## config.mk

```make
export PLATFORM = sky130hd
export DESIGN_NAME = add_sub_multiword
export DESIGN_NICKNAME = d
export VERILOG_FILES = /design/src/rtl/add_sub_multiword.sv
export SDC_FILE = /design/constraint.sdc
export NUM_CORES = 1
export LEC_CHECK = 0
export ABC_AREA = 1
export BUFFER_PORTS_ARGS = -buffer_cell sky130_fd_sc_hd__buf_2
export CORE_AREA = 10 10 110 112
export CTS_CLUSTER_DIAMETER = 50
export DETAILED_ROUTE_END_ITERATION = 8
export DIE_AREA = 0 0 120 122
export GPL_ROUTABILITY_DRIVEN = 0
export PLACE_DENSITY = 0.74
export SETUP_SLACK_MARGIN = 0.1
export SYNTH_ARGS = -nofsm -noshare
export SYNTH_HDL_FRONTEND = slang
export SYNTH_SLANG_ARGS = --single-unit
```

## constraint.sdc

```tcl
create_clock -name clk_i -period 2.78 [get_ports clk_i]
set_input_delay 0.417 -clock clk_i [delete_from_list [all_inputs] [get_ports clk_i]]
set_output_delay 0.417 -clock clk_i [all_outputs]
set_load 0.02 [all_outputs]
```

## src/rtl/add_sub_multiword.sv

```systemverilog
// -----------------------------------------------------------------------------
// add_sub_multiword
//
// Multi-precision add/subtract unit. A W-bit operation (W = WORD_WIDTH *
// WORD_COUNT) is carried out one WORD_WIDTH slice per clock, least significant
// slice first, with the carry chained through a register. One narrow adder does
// the work of a full W-bit adder, at the cost of several cycles per operation.
//
// Ports
//   clk_i        clock; all state changes on the rising edge
//   rst_i        synchronous reset, active-high, overrides every other input
//   valid_i      request valid (producer side)
//   ready_o      unit is idle and can accept a request
//   add_sub_i    0: A+B+carry_in   1: A-B-carry_in
//   carry_in_i   carry in for add, borrow in for subtract
//   A_i, B_i     W-bit operands, sampled only on the accepting edge
//   valid_o      result valid (consumer side)
//   ready_i      consumer accepts the result
//   sum_o        W-bit result, modulo 2^W
//   carry_out_o  carry out of bit W-1 (for subtract: 1 = no borrow)
//   overflow_o   two's-complement overflow of the W-bit result
//
// Handshake: a transfer happens on a rising edge where valid and ready are
// both high. The producer holds its request until ready_o is seen; a request
// that arrives while the unit is busy is neither taken nor queued. Once
// valid_o is high, sum_o, carry_out_o and overflow_o stay unchanged until the
// consumer raises ready_i.
//
// Timing: the accepting edge moves the unit to RUN. Each of the next
// WORD_COUNT edges processes one slice; the edge that processes the last slice
// moves it to DONE. valid_o is registered and rises on the following edge, so
// it appears on the (WORD_COUNT+1)th edge after acceptance. During RUN, sum_o
// shows partially written slices while valid_o is low.
// -----------------------------------------------------------------------------
module add_sub_multiword #(
  parameter int WORD_WIDTH = 8,
  parameter int WORD_COUNT = 4,
  localparam int W         = WORD_WIDTH * WORD_COUNT
) (
  input  logic         clk_i,
  input  logic         rst_i,
  input  logic         valid_i,
  output logic         ready_o,
  input  logic         add_sub_i,
  input  logic         carry_in_i,
  input  logic [W-1:0] A_i,
  input  logic [W-1:0] B_i,
  output logic         valid_o,
  input  logic         ready_i,
  output logic [W-1:0] sum_o,
  output logic         carry_out_o,
  output logic         overflow_o
);

  // A counter width of at least one bit keeps WORD_COUNT=1 legal.
  localparam int CNT_W = (WORD_COUNT > 1) ? $clog2(WORD_COUNT) : 1;
  localparam logic [CNT_W-1:0] LAST_SLICE = CNT_W'(WORD_COUNT - 1);

  typedef enum logic [1:0] {
    IDLE = 2'd0,
    RUN  = 2'd1,
    DONE = 2'd2
  } state_t;

  state_t           state_q, state_d;
  logic [CNT_W-1:0] cnt_q, cnt_d;
  logic             carry_q, carry_d;
  logic [W-1:0]     a_q, a_d;
  logic [W-1:0]     b_q, b_d;
  logic             sub_q, sub_d;
  logic [W-1:0]     sum_q, sum_d;
  logic             carry_out_q, carry_out_d;
  logic             overflow_q, overflow_d;
  logic             valid_q, valid_d;

  // Slice datapath
  int                    slice_base;
  logic [WORD_WIDTH-1:0] slice_a;
  logic [WORD_WIDTH-1:0] slice_b;
  logic [WORD_WIDTH-1:0] slice_s;
  logic                  slice_c;
  logic                  msb_cin;

  always_comb begin
    slice_base = int'(cnt_q) * WORD_WIDTH;
    slice_a    = a_q[slice_base +: WORD_WIDTH];
    // Subtraction adds the one's complement of B; the +1 comes in through the
    // initial chain carry.
    slice_b    = b_q[slice_base +: WORD_WIDTH] ^ {WORD_WIDTH{sub_q}};
    {slice_c, slice_s} = {1'b0, slice_a} + {1'b0, slice_b}
                       + {{WORD_WIDTH{1'b0}}, carry_q};
    // Carry into the slice MSB recovered from the MSB sum bit:
    // s = a ^ b ^ cin  ->  cin = a ^ b ^ s.
    msb_cin    = slice_a[WORD_WIDTH-1] ^ slice_b[WORD_WIDTH-1]
               ^ slice_s[WORD_WIDTH-1];
  end

  // Next-state and datapath updates
  always_comb begin
    state_d     = state_q;
    cnt_d       = cnt_q;
    carry_d     = carry_q;
    a_d         = a_q;
    b_d         = b_q;
    sub_d       = sub_q;
    sum_d       = sum_q;
    carry_out_d = carry_out_q;
    overflow_d  = overflow_q;
    valid_d     = valid_q;

    case (state_q)
      IDLE: begin
        if (valid_i) begin
          a_d     = A_i;
          b_d     = B_i;
          sub_d   = add_sub_i;
          // Add: chain starts at carry_in. Sub: A + ~B + (1 - borrow_in).
          carry_d = carry_in_i ^ add_sub_i;
          cnt_d   = '0;
          state_d = RUN;
        end
      end

      RUN: begin
        sum_d[slice_base +: WORD_WIDTH] = slice_s;
        carry_d = slice_c;
        if (cnt_q == LAST_SLICE) begin
          carry_out_d = slice_c;
          overflow_d  = msb_cin ^ slice_c;
          cnt_d       = '0;
          state_d     = DONE;
        end else begin
          cnt_d = cnt_q + 1'b1;
        end
      end

      DONE: begin
        // First DONE cycle raises valid_o; afterwards wait for the consumer.
        if (!valid_q) begin
          valid_d = 1'b1;
        end else if (ready_i) begin
          valid_d = 1'b0;
          state_d = IDLE;
        end
      end

      default: begin
        state_d = IDLE;
        valid_d = 1'b0;
      end
    endcase
  end

  always_ff @(posedge clk_i) begin
    if (rst_i) begin
      state_q     <= IDLE;
      cnt_q       <= '0;
      carry_q     <= 1'b0;
      a_q         <= '0;
      b_q         <= '0;
      sub_q       <= 1'b0;
      sum_q       <= '0;
      carry_out_q <= 1'b0;
      overflow_q  <= 1'b0;
      valid_q     <= 1'b0;
    end else begin
      state_q     <= state_d;
      cnt_q       <= cnt_d;
      carry_q     <= carry_d;
      a_q         <= a_d;
      b_q         <= b_d;
      sub_q       <= sub_d;
      sum_q       <= sum_d;
      carry_out_q <= carry_out_d;
      overflow_q  <= overflow_d;
      valid_q     <= valid_d;
    end
  end

  assign ready_o     = (state_q == IDLE);
  assign valid_o     = valid_q;
  assign sum_o       = sum_q;
  assign carry_out_o = carry_out_q;
  assign overflow_o  = overflow_q;

endmodule

```

==> metrics.txt, run 1 <==
area growth from synthesis to layout 20.1%; start point of the worst min-delay path A_i[28]; CTS tree yes; run status completed; area of the mapped netlist 0.00471 mm2; primary flip-flop cell chosen by synthesis mapping dfxtp_1; largest fanout of any net on the critical path 9; syn_nets 724; aggregate negative setup slack 0 ns; number of rows created at floorplan 37; category of the critical setup timing path register to register; initial antenna violation count 0; crit path launch type register; Slew Viols, Final 0; fin crit period 2.54 ns; # setup viols final 0; portion of the clock cycle consumed by the worst path in the final layout 91.5%; Final Skew 0.0173 ns; count of warnings emitted by yosys 0; mean instance size in the synthesized netlist 7.37 um2; worst vdd rail ir drop 332 uV; highest achievable clock rate 0.393 GHz; Hold WC Path Type input pin to register; overflow left after global routing 0; total power divided by cell area 647 mW/mm2; launch instance of the worst register-to-register path cnt_q[0]; die width 120 um; CTS sink count 105; signal arrival time at the worst endpoint 2.84 ns; number of port buffers 105; initial core utilization 46.9%; share of flip-flops with an asynchronous set or reset after synthesis 0%; top cells by area, synth dfxtp_1 (45%), nor2_1 (13%), o21ai_0 (9.1%); remaining max-slew budget at the tightest pin 46.1%; H-tree level count 3; number of inserted diodes 0; cell at the root of the clock tree clkbuf_8; max cap viols 0; Synth area leader dfxtp_1; worst-margin pin slew 0.809 ns; remaining number of nets flagged by the antenna check after routing 0; remaining routing DRC violations 0; data required time at the worst endpoint 3.07 ns; source-to-sink clock delay at the later pin of the worst-skew pair 0.37 ns; DR WL/cell 14.3 um; depth of the worst register-to-register path 13; largest net degree at the start of global routing 70; total wire length 12.5 mm; final net count 817; number of enable flip-flop cells after synthesis 0; CP endpoint kind register; vias in the first global route 4474; TritonCTS buffer count 9; leakage power 2.52 nW; I/O Pins 106; first-pass GRT wire length 20.7 mm; number of buffers inserted by post-CTS setup repair 0; area of the placeable core 0.0100 mm2; y dimension of the die 122 um; part of the Yosys area used for sequential elements 44.6%; sum of net half-perimeters after detailed placement 9.54 mm; number of endpoints with negative hold slack in the final report 0; overall track demand over capacity in global routing 16.9%; maximum count of clock buffers along a single path 2; post-synthesis cell count 639; Post-Route Utilization 56.3%; Min-Delay Path Depth 3; share of post-route cells with drive strength above 1 22.5%; Die Area 0.0146 mm2; Pre-antenna DRT Iters 4; total number of vias 4439; post-synthesis sequential element count 105; count of cell types in the netlist 34; RSZ-0062 raised after global routing true; critical path launch point cnt_q[0]; mean number of vias per cell 5.08; Detailed Route Iter0 Violations 351; area share of the leading cell type in the synthesized netlist 44.6%; clock transition time at the flip-flop clock pins of the worst setup and hold paths 0.10 ns
## placed cells by master, fill, tap and decap left out, drive strengths merged, types with 8 or more instances in the layout
cell type	synthesis	final
o21ai	93	93
clkbuf	17	10
buf	21	120
nor2	173	173
a21oi	38	38
inv	25	28
xor2	10	10
ha	13	13
nand3	13	13
dfxtp	105	105
nand2	85	85
nand4	8	8
o22ai	13	13
## critical path, stage by stage, from the launching register on
cell	delay, ns
dfxtp_4	0.39
buf_4	0.17
o21ai_2	0.06
o22ai_1	0.18
xor2_1	0.12
fa_2	0.37
fa_2	0.36
inv_1	0.06
nand2_1	0.05
nand2_2	0.07
nand2_1	0.06
xnor2_1	0.30
nand4_1	0.13
a21oi_1	0.15
## cells in the mapped netlist, types with 2 or more instances
cell type / number
o21a_1: 2
nor2_1: 168
nand2_1: 82
buf_1: 2
o21ai_1: 7
fa_1: 2
xnor2_1: 2
buf_2: 15
ha_1: 13
nor3_1: 4
inv_1: 22
a22oi_1: 5
nand3_1: 13
o22ai_1: 13
xor2_1: 10
o21ai_0: 86
nand2_2: 2
a32oi_1: 3
inv_2: 3
a32o_1: 2
buf_4: 4
dfxtp_1: 105
nand4_1: 8
clkbuf_1: 16
nor2_4: 4
a21oi_1: 38
## layout make-up
| type | count | area [um2] |
|---|---|---|
| multi-input combinational | 470 | 2390 |
| clock inverter | 6 | 95.1 |
| timing repair buffer | 120 | 662 |
| inverter | 26 | 100 |
| tap | 136 | 170 |
| sequential | 105 | 2110 |
| clock buffer | 10 | 138 |
| fill | 954 | 4390 |
## metrics by stage
step	power [mW]	hold WS [ns]	area, um2	setup slack [ns]	std cells
global route	3.87	0.290	5660	0.0954	873
finish	3.66	0.293	5660	0.237	873
detailed placement	2.57	0.454	5340	0.152	857
floorplan	2.29	0.450	4710	0.122	639
global placement	2.54	0.451	5340	0.232	857
CTS	3.63	0.285	5580	0.112	873
## power breakdown
| group | total, mW | internal, mW | switching (mW) |
|---|---|---|---|
| Clock | 1.07 | 0.543 | 0.528 |
| Combinational | 0.924 | 0.349 | 0.575 |
| Sequential | 1.66 | 1.60 | 0.0591 |
| Total | 3.66 | 2.50 | 1.16 |
## state kept, by name, summed over array words and instances (netlist names)
signal,cells
a_q,32
b_q,32
carry_out_o,1
carry_q,1
cnt_q,2
overflow_o,1
state_q,2
sub_q,1
sum_o,32
valid_o,1
## timing repair
action                                  CTS  global route
resized for setup                         0            26
endpoints found under the setup margin    0            27
hold buffers                              0             0
## cell families (layout without fill, tap and decap cells)
family,Yosys count,after routing,share of synthesized area [%]
fa+ha+maj,15,15,4.30
flops,105,105,44.6
buf+inv,64,162,5.84
simple gates,286,286,25.1
compound gates,157,157,17.9
xor+xnor,12,12,2.23
## layer usage
metal / vias up / wire length, um / GRT usage, % / part of all wire (%)
met5: - / 0 / 0 / 0
met4: 0 / 255 / 5.43 / 2.0
met3: 22 / 628 / 4.30 / 5.0
met2: 109 / 6050 / 29.2 / 48
met1: 2019 / 5550 / 20.1 / 44
li1: 2289 / - / - / -
## worst paths after layout
path | slack (ns) | to
setup reg to reg | 0.24 | sum_o[12]
setup / recovery | 0.24 | sum_o[12]
hold reg to reg | 0.47 | sum_o[15]
hold / removal | 0.29 | a_q[28]
No activity file was read; power rests on OpenSTA's default activity.
==> run 2: changes to the inputs <==
--- a/config.mk
+++ b/config.mk
@@ -7,10 +7,10 @@
 export LEC_CHECK = 0
 export ABC_AREA = 1
 export BUFFER_PORTS_ARGS = -buffer_cell sky130_fd_sc_hd__buf_2
-export CORE_AREA = 10 10 110 112
+export CORE_AREA = 2 2 102 104
 export CTS_CLUSTER_DIAMETER = 50
 export DETAILED_ROUTE_END_ITERATION = 8
-export DIE_AREA = 0 0 120 122
+export DIE_AREA = 0 0 104 106
 export GPL_ROUTABILITY_DRIVEN = 0
 export PLACE_DENSITY = 0.74
 export SETUP_SLACK_MARGIN = 0.1
==> metrics.txt, run 2 (same netlist as run 1, synthesis figures left out) <==
signal arrival time at the worst endpoint 2.80 ns (-0.04 ns); total of fill cells in the finished design 993 (+4.1%); overflow left after global routing 0 (unchanged); I/O Pins 106 (unchanged); fin crit period 2.51 ns (-0.0347 ns); largest fanout of any net on the critical path 14 (+5); clock transition time at the flip-flop clock pins of the worst setup and hold paths 0.10 ns (about the same); worst vdd rail ir drop 391 uV (+18%); worst-margin pin slew 0.844 ns (+0.0356 ns); total area of sequential cells 0.00211 mm2 (unchanged); die width 104 um (-13%); vias in the first global route 4301 (-3.9%); quantity of gates resized following cts 0 (unchanged); final net count 821 (+0.49%); number of rows created at floorplan 37 (unchanged); Post-Route Utilization 56.2% (-0.16 points); overall track demand over capacity in global routing 22.1% (+5.2 points); start point of the worst min-delay path B_i[1]; launch instance of the worst register-to-register path cnt_q[0]; commonest non-fill, non-tap cell in the layout nor2_1; sum of net half-perimeters after detailed placement 8.79 mm (-7.9%); number of buffers inserted for hold repair after clock tree synthesis 0 (unchanged); multi-input gate area in the final layout 0.00236 mm2 (-1.3%); Overall Power 3.54 mW (-3.1%); number of buffers inserted by post-CTS setup repair 0 (unchanged); source-to-sink clock delay at the later pin of the worst-skew pair 0.36 ns (about the same); CTS tree yes; first-pass GRT wire length 20.0 mm (-3.4%); data required time at the worst endpoint 3.07 ns (about the same); Worst Hold Slack 0.289 ns (-0.00399 ns); largest net degree at the start of global routing 70 (unchanged); R2R Setup Slk 0.27 ns (+0.03 ns); run status completed; H-tree level count 3 (unchanged); total power divided by cell area 631 mW/mm2 (-2.4%); most prevalent standard cell on the critical path nand2_1; crit path launch type register; commonest cells after routing, fill and taps aside nor2_1 (168), buf_2 (105), dfxtp_1 (103); kind of cell adding the most delay to the critical path simple AND/OR/NAND/NOR gates; highest achievable clock rate 0.399 GHz (+1.4%); library cell contributing the largest single delay on the critical path dfxtp_4; mean number of vias per cell 5.14 (+1.2%); Pre-antenna DRT Iters 5 (+1); remaining number of nets flagged by the antenna check after routing 0 (unchanged); total number of vias 4511 (+1.6%); number of inserted diodes 0 (unchanged); # setup viols final 0 (unchanged); worst-path cell chain inv_2 -> buf_6 -> nand2_1 -> a32o_1 -> xor2_2 -> inv_1 -> ha_1 -> nand3_1 -> nand2_1 -> nand2_1 -> nand2_1 -> nand2_1 -> nand2_1 -> nand4_1 -> a21oi_1; portion of the clock cycle consumed by the worst path in the final layout 90.2% (-1.2 points); RSZ-0062 raised after global routing false; cell at the root of the clock tree clkbuf_8; CP endpoint kind register; critical path launch point cnt_q[0]; maximum count of clock buffers along a single path 2 (unchanged); total wire length 11.8 mm (-5.5%); initial antenna violation count 0 (unchanged); leakage power 2.51 nW (-0.18%); initial core utilization 47.1% (+0.22 points); share of post-route cells with drive strength above 1 21.9% (-0.66 points); area of the placeable core 0.0100 mm2 (-0.46%); maximum single-stage delay on the critical path 0.38 ns (about the same); DR WL/cell 13.5 um (-5.9%); category of the critical setup timing path register to register; Final Skew 0.00770 ns (-0.00955 ns); Slew Viols, Final 0 (unchanged); buffers plus inverters on the worst setup path 3 (+1); y dimension of the die 106 um (-13%); Hold WC Path Type input pin to register; remaining max-slew budget at the tightest pin 43.7% (-2.4 points); number of port buffers 105 (unchanged); TritonCTS buffer count 9 (unchanged); aggregate negative setup slack 0 ns (unchanged); CTS sink count 105 (unchanged); Die Area 0.0110 mm2 (-25%); max cap viols 0 (unchanged); Detailed Route Iter0 Violations 266 (-24%); remaining routing DRC violations 0 (unchanged); number of endpoints with negative hold slack in the final report 0 (unchanged); area growth from synthesis to layout 19.2%
[run 2: changes by cell type in the layout (fill, tap and decap cells not counted), sizes merged]
cell    change
bufinv      -1
clkinv      +2
inv         -1
buf         +4
[run 2: final timing paths]
kind,to,cells after the start
worst max-delay path,sum_o[31],15
worst min-delay path,b_q[1],3
worst max register to register,sum_o[31],15
worst min register to register,sum_o[7],2
[run 2: layout make-up]
cell class,count,area share [%]
multi-input cells,470,41.9
repair buffers,124,12.1
well taps,136,3.03
clock buffers,10,2.27
clock inverters,6,1.36
inverters,26,1.78
flip-flops and latches,105,37.5
[run 2: metrics by stage]
step	setup slack (ns)	std cells	cell area [um2]
2_1_floorplan	0.122	639	4710
3_3_place_gp	0.231	861	5370
3_5_place_dp	0.141	861	5370
4_1_cts	0.107	877	5580
5_1_grt	0.106	877	5620
6_report	0.272	877	5620
[run 2: power by group]
group          total [mW]  internal (mW)  switching [mW]  leakage (nW)
clock network       0.958          0.431           0.526         0.103
registers            1.67           1.60          0.0607         0.863
logic               0.922          0.352           0.569          1.55
total                3.54           2.39            1.16          2.51
[run 2: worst register-to-register path, delay by kind of cell, from the launching register on]
| family | cells | cell delay, ns |
|---|---|---|
| AO/OA/AOI/OAI | 2 | 0.41 |
| XOR/XNOR | 1 | 0.22 |
| adder cells (fa/ha/maj) | 1 | 0.27 |
| buffers and inverters | 3 | 0.36 |
| flip-flops | 1 | 0.38 |
| AND/OR/NAND/NOR | 8 | 0.80 |
[run 2: layer usage]
metal	wire length, um	GRT usage (%)	vias to the layer above	share of wire [%]
met5	0	0	-	0
met3	607	3.25	15	5.1
met1	5270	28.7	2040	45
li1	-	-	2298	-
met4	219	7.72	0	1.9
met2	5710	37.8	158	48
==> run 3: changes to the inputs <==
--- a/config.mk
+++ b/config.mk
@@ -7,12 +7,12 @@
 export LEC_CHECK = 0
 export ABC_AREA = 1
 export BUFFER_PORTS_ARGS = -buffer_cell sky130_fd_sc_hd__buf_2
-export CORE_AREA = 2 2 102 104
+export CORE_AREA = 2 2 96 98
 export CTS_CLUSTER_DIAMETER = 50
 export DETAILED_ROUTE_END_ITERATION = 8
-export DIE_AREA = 0 0 104 106
+export DIE_AREA = 0 0 98 100
 export GPL_ROUTABILITY_DRIVEN = 0
-export PLACE_DENSITY = 0.74
+export PLACE_DENSITY = 0.8
 export SETUP_SLACK_MARGIN = 0.1
 export SYNTH_ARGS = -nofsm -noshare
 export SYNTH_HDL_FRONTEND = slang
==> constraint.sdc (replaced) <==
create_clock -name clk_i -period 2.97 [get_ports clk_i]
set_input_delay 0.4455 -clock clk_i [delete_from_list [all_inputs] [get_ports clk_i]]
set_output_delay 0.4455 -clock clk_i [all_outputs]
set_load 0.02 [all_outputs]
==> metrics.txt, run 3 (same netlist as run 1, synthesis figures left out) <==
Overall Power 3.18 mW (-10%); relative contribution of sequential cells to total power 49.1% (+2.1 points); maximum single-stage delay on the critical path 0.44 ns (+0.06 ns); commonest non-fill, non-tap cell in the layout nor2_1; area of the placeable core 0.00889 mm2 (-11%); maximum count of clock buffers along a single path 2 (unchanged); number of rows created at floorplan 35 (-5.4%); remaining routing DRC violations 0 (unchanged); switching power share of the total 33.5% (+0.84 points); R2R Setup Slk 0.28 ns (about the same); largest fanout of any net on the critical path 7 (-7); number of endpoints with negative hold slack in the final report 0 (unchanged); clock transition time at the flip-flop clock pins of the worst setup and hold paths 0.10 ns (about the same); commonest cells after routing, fill and taps aside nor2_1 (168), buf_2 (105), dfxtp_1 (104); TritonCTS buffer count 9 (unchanged); run status completed; number of inserted diodes 0 (unchanged); Worst Hold Slack 0.301 ns (+0.0126 ns); remaining max-slew budget at the tightest pin 44.6% (+0.84 points); aggregate negative setup slack 0 ns (unchanged); worst-path cell chain buf_4 -> o21ai_0 -> o22ai_1 -> xor2_1 -> fa_1 -> fa_1 -> inv_1 -> nand2_1 -> nand2_1 -> nand3b_1 -> nand2_1 -> nand3_1 -> nand2_1 -> nand3_1 -> nand2_1 -> nor2_1; instance area after placement 0.00530 mm2 (-1.4%); category of the critical setup timing path register to register; buffers plus inverters on the worst setup path 2 (-1); sw power 1.06 mW (-8.0%); initial core utilization 53.0% (+5.9 points); die width 98 um (-5.8%); Detailed Route Iter0 Violations 284 (+6.8%); first-pass GRT wire length 19.6 mm (-1.8%); signal arrival time at the worst endpoint 2.96 ns (+0.16 ns); library cell contributing the largest single delay on the critical path fa_1; cell at the root of the clock tree clkbuf_8; Hold WC Path Type input pin to register; total number of vias 4553 (+0.93%); Die Area 0.00980 mm2 (-11%); CTS sink count 105 (unchanged); data required time at the worst endpoint 3.24 ns (+0.17 ns); initial antenna violation count 0 (unchanged); cell internal power dissipation 2.11 mW (-11%); total wire length 11.7 mm (-1.3%); most prevalent standard cell on the critical path nand2_1; number of port buffers 105 (unchanged); part of the total power dissipated in combinational logic 26.4% (+0.4 points); kind of cell adding the most delay to the critical path adder cells; source-to-sink clock delay at the later pin of the worst-skew pair 0.37 ns (about the same); Final Skew 0.00982 ns (+0.00212 ns); mean number of vias per cell 5.37 (+4.4%); remaining number of nets flagged by the antenna check after routing 0 (unchanged); max cap viols 0 (unchanged); fin crit period 2.69 ns (+0.180 ns); sum of net half-perimeters after detailed placement 8.57 mm (-2.5%); total power divided by cell area 578 mW/mm2 (-8.4%); RSZ-0062 raised after global routing true; Pre-antenna DRT Iters 5 (unchanged); # setup viols final 0 (unchanged); Finished Cell Area 0.00550 mm2 (-2.1%); number of buffers inserted for hold repair after clock tree synthesis 0 (unchanged); share of total power in the clock network 24.5% (-2.5 points); area growth from synthesis to layout 16.7%; I/O Pins 106 (unchanged); overall track demand over capacity in global routing 24.6% (+2.5 points); final net count 817 (-0.49%); largest net degree at the start of global routing 70 (unchanged); leakage power 2.47 nW (-1.6%); crit path launch type register; worst vdd rail ir drop 287 uV (-27%); H-tree level count 3 (unchanged); portion of the clock cycle consumed by the worst path in the final layout 90.5% (+0.30 points); Slew Viols, Final 0 (unchanged); share of post-route cells with drive strength above 1 20.6% (-1.2 points); CP endpoint kind register; DR WL/cell 13.7 um (+2.1%); vias in the first global route 4218 (-1.9%); worst-margin pin slew 0.830 ns (-0.0138 ns); CTS tree yes; highest achievable clock rate 0.372 GHz (-6.7%); overflow left after global routing 0 (unchanged); y dimension of the die 100 um (-5.7%)
==> run 3: layout make-up <==
| class | instances | area [um2] |
|---|---|---|
| clock inverters | 5 | 32.5 |
| multi-input cells | 470 | 2350 |
| clock buffers | 11 | 131 |
| flip-flops and latches | 105 | 2100 |
| well taps | 111 | 139 |
| fillers | 797 | 3390 |
| repair buffers | 120 | 642 |
| inverters | 26 | 97.6 |
==> run 3: final timing paths <==
kind / start / cells past startpoint / to
hold / removal: A_i[30] / 3 / a_q[30]
setup reg to reg: cnt_q[0] / 16 / overflow_o
setup / recovery: cnt_q[0] / 16 / overflow_o
hold reg to reg: sum_o[29] / 2 / sum_o[29]
==> run 3: power groups by stage <==
stage	sequential, mW	clock (mW)	combinational, mW
3_3_place_gp	1.59	0	0.782
4_1_cts	1.56	0.785	0.807
5_1_grt	1.57	0.841	0.946
2_1_floorplan	1.59	0	0.559
3_5_place_dp	1.59	0	0.803
6_report	1.56	0.778	0.840
==> run 3: what timing repair did <==
action	4_1_cts	5_1_grt
hold endpoints to repair	0	0
resized for setup	0	6
setup endpoints to repair	0	16
buffers inserted	0	2
==> run 3: through the flow <==
| stage | util, % | setup slack [ns] | instances |
|---|---|---|---|
| after floorplan | - | 0.269 | 639 |
| after global placement | 59.6 | 0.419 | 830 |
| after detailed placement | 59.6 | 0.314 | 830 |
| after CTS | 61.4 | 0.291 | 846 |
| after global routing | 61.8 | 0.0593 | 848 |
| final | 61.8 | 0.281 | 848 |
==> run 3: routing by layer <==
| metal | GRT usage (%) | vias to the layer above | wire (um) |
|---|---|---|---|
| li1 | - | 2295 | - |
| met1 | 32.8 | 2055 | 5130 |
| met2 | 39.0 | 171 | 5420 |
| met3 | 4.32 | 32 | 717 |
| met4 | 11.9 | 0 | 379 |
| met5 | 0 | - | 0 |
==> run 3: worst register-to-register path, stage by stage (launching register included) <==
cell,delay [ns]
dfxtp_2,0.35
buf_4,0.16
o21ai_0,0.16
o22ai_1,0.12
xor2_1,0.16
fa_1,0.41
fa_1,0.44
inv_1,0.08
nand2_1,0.05
nand2_1,0.08
nand3b_1,0.10
nand2_1,0.09
nand3_1,0.07
nand2_1,0.14
nand3_1,0.09
nand2_1,0.07
nor2_1,0.04
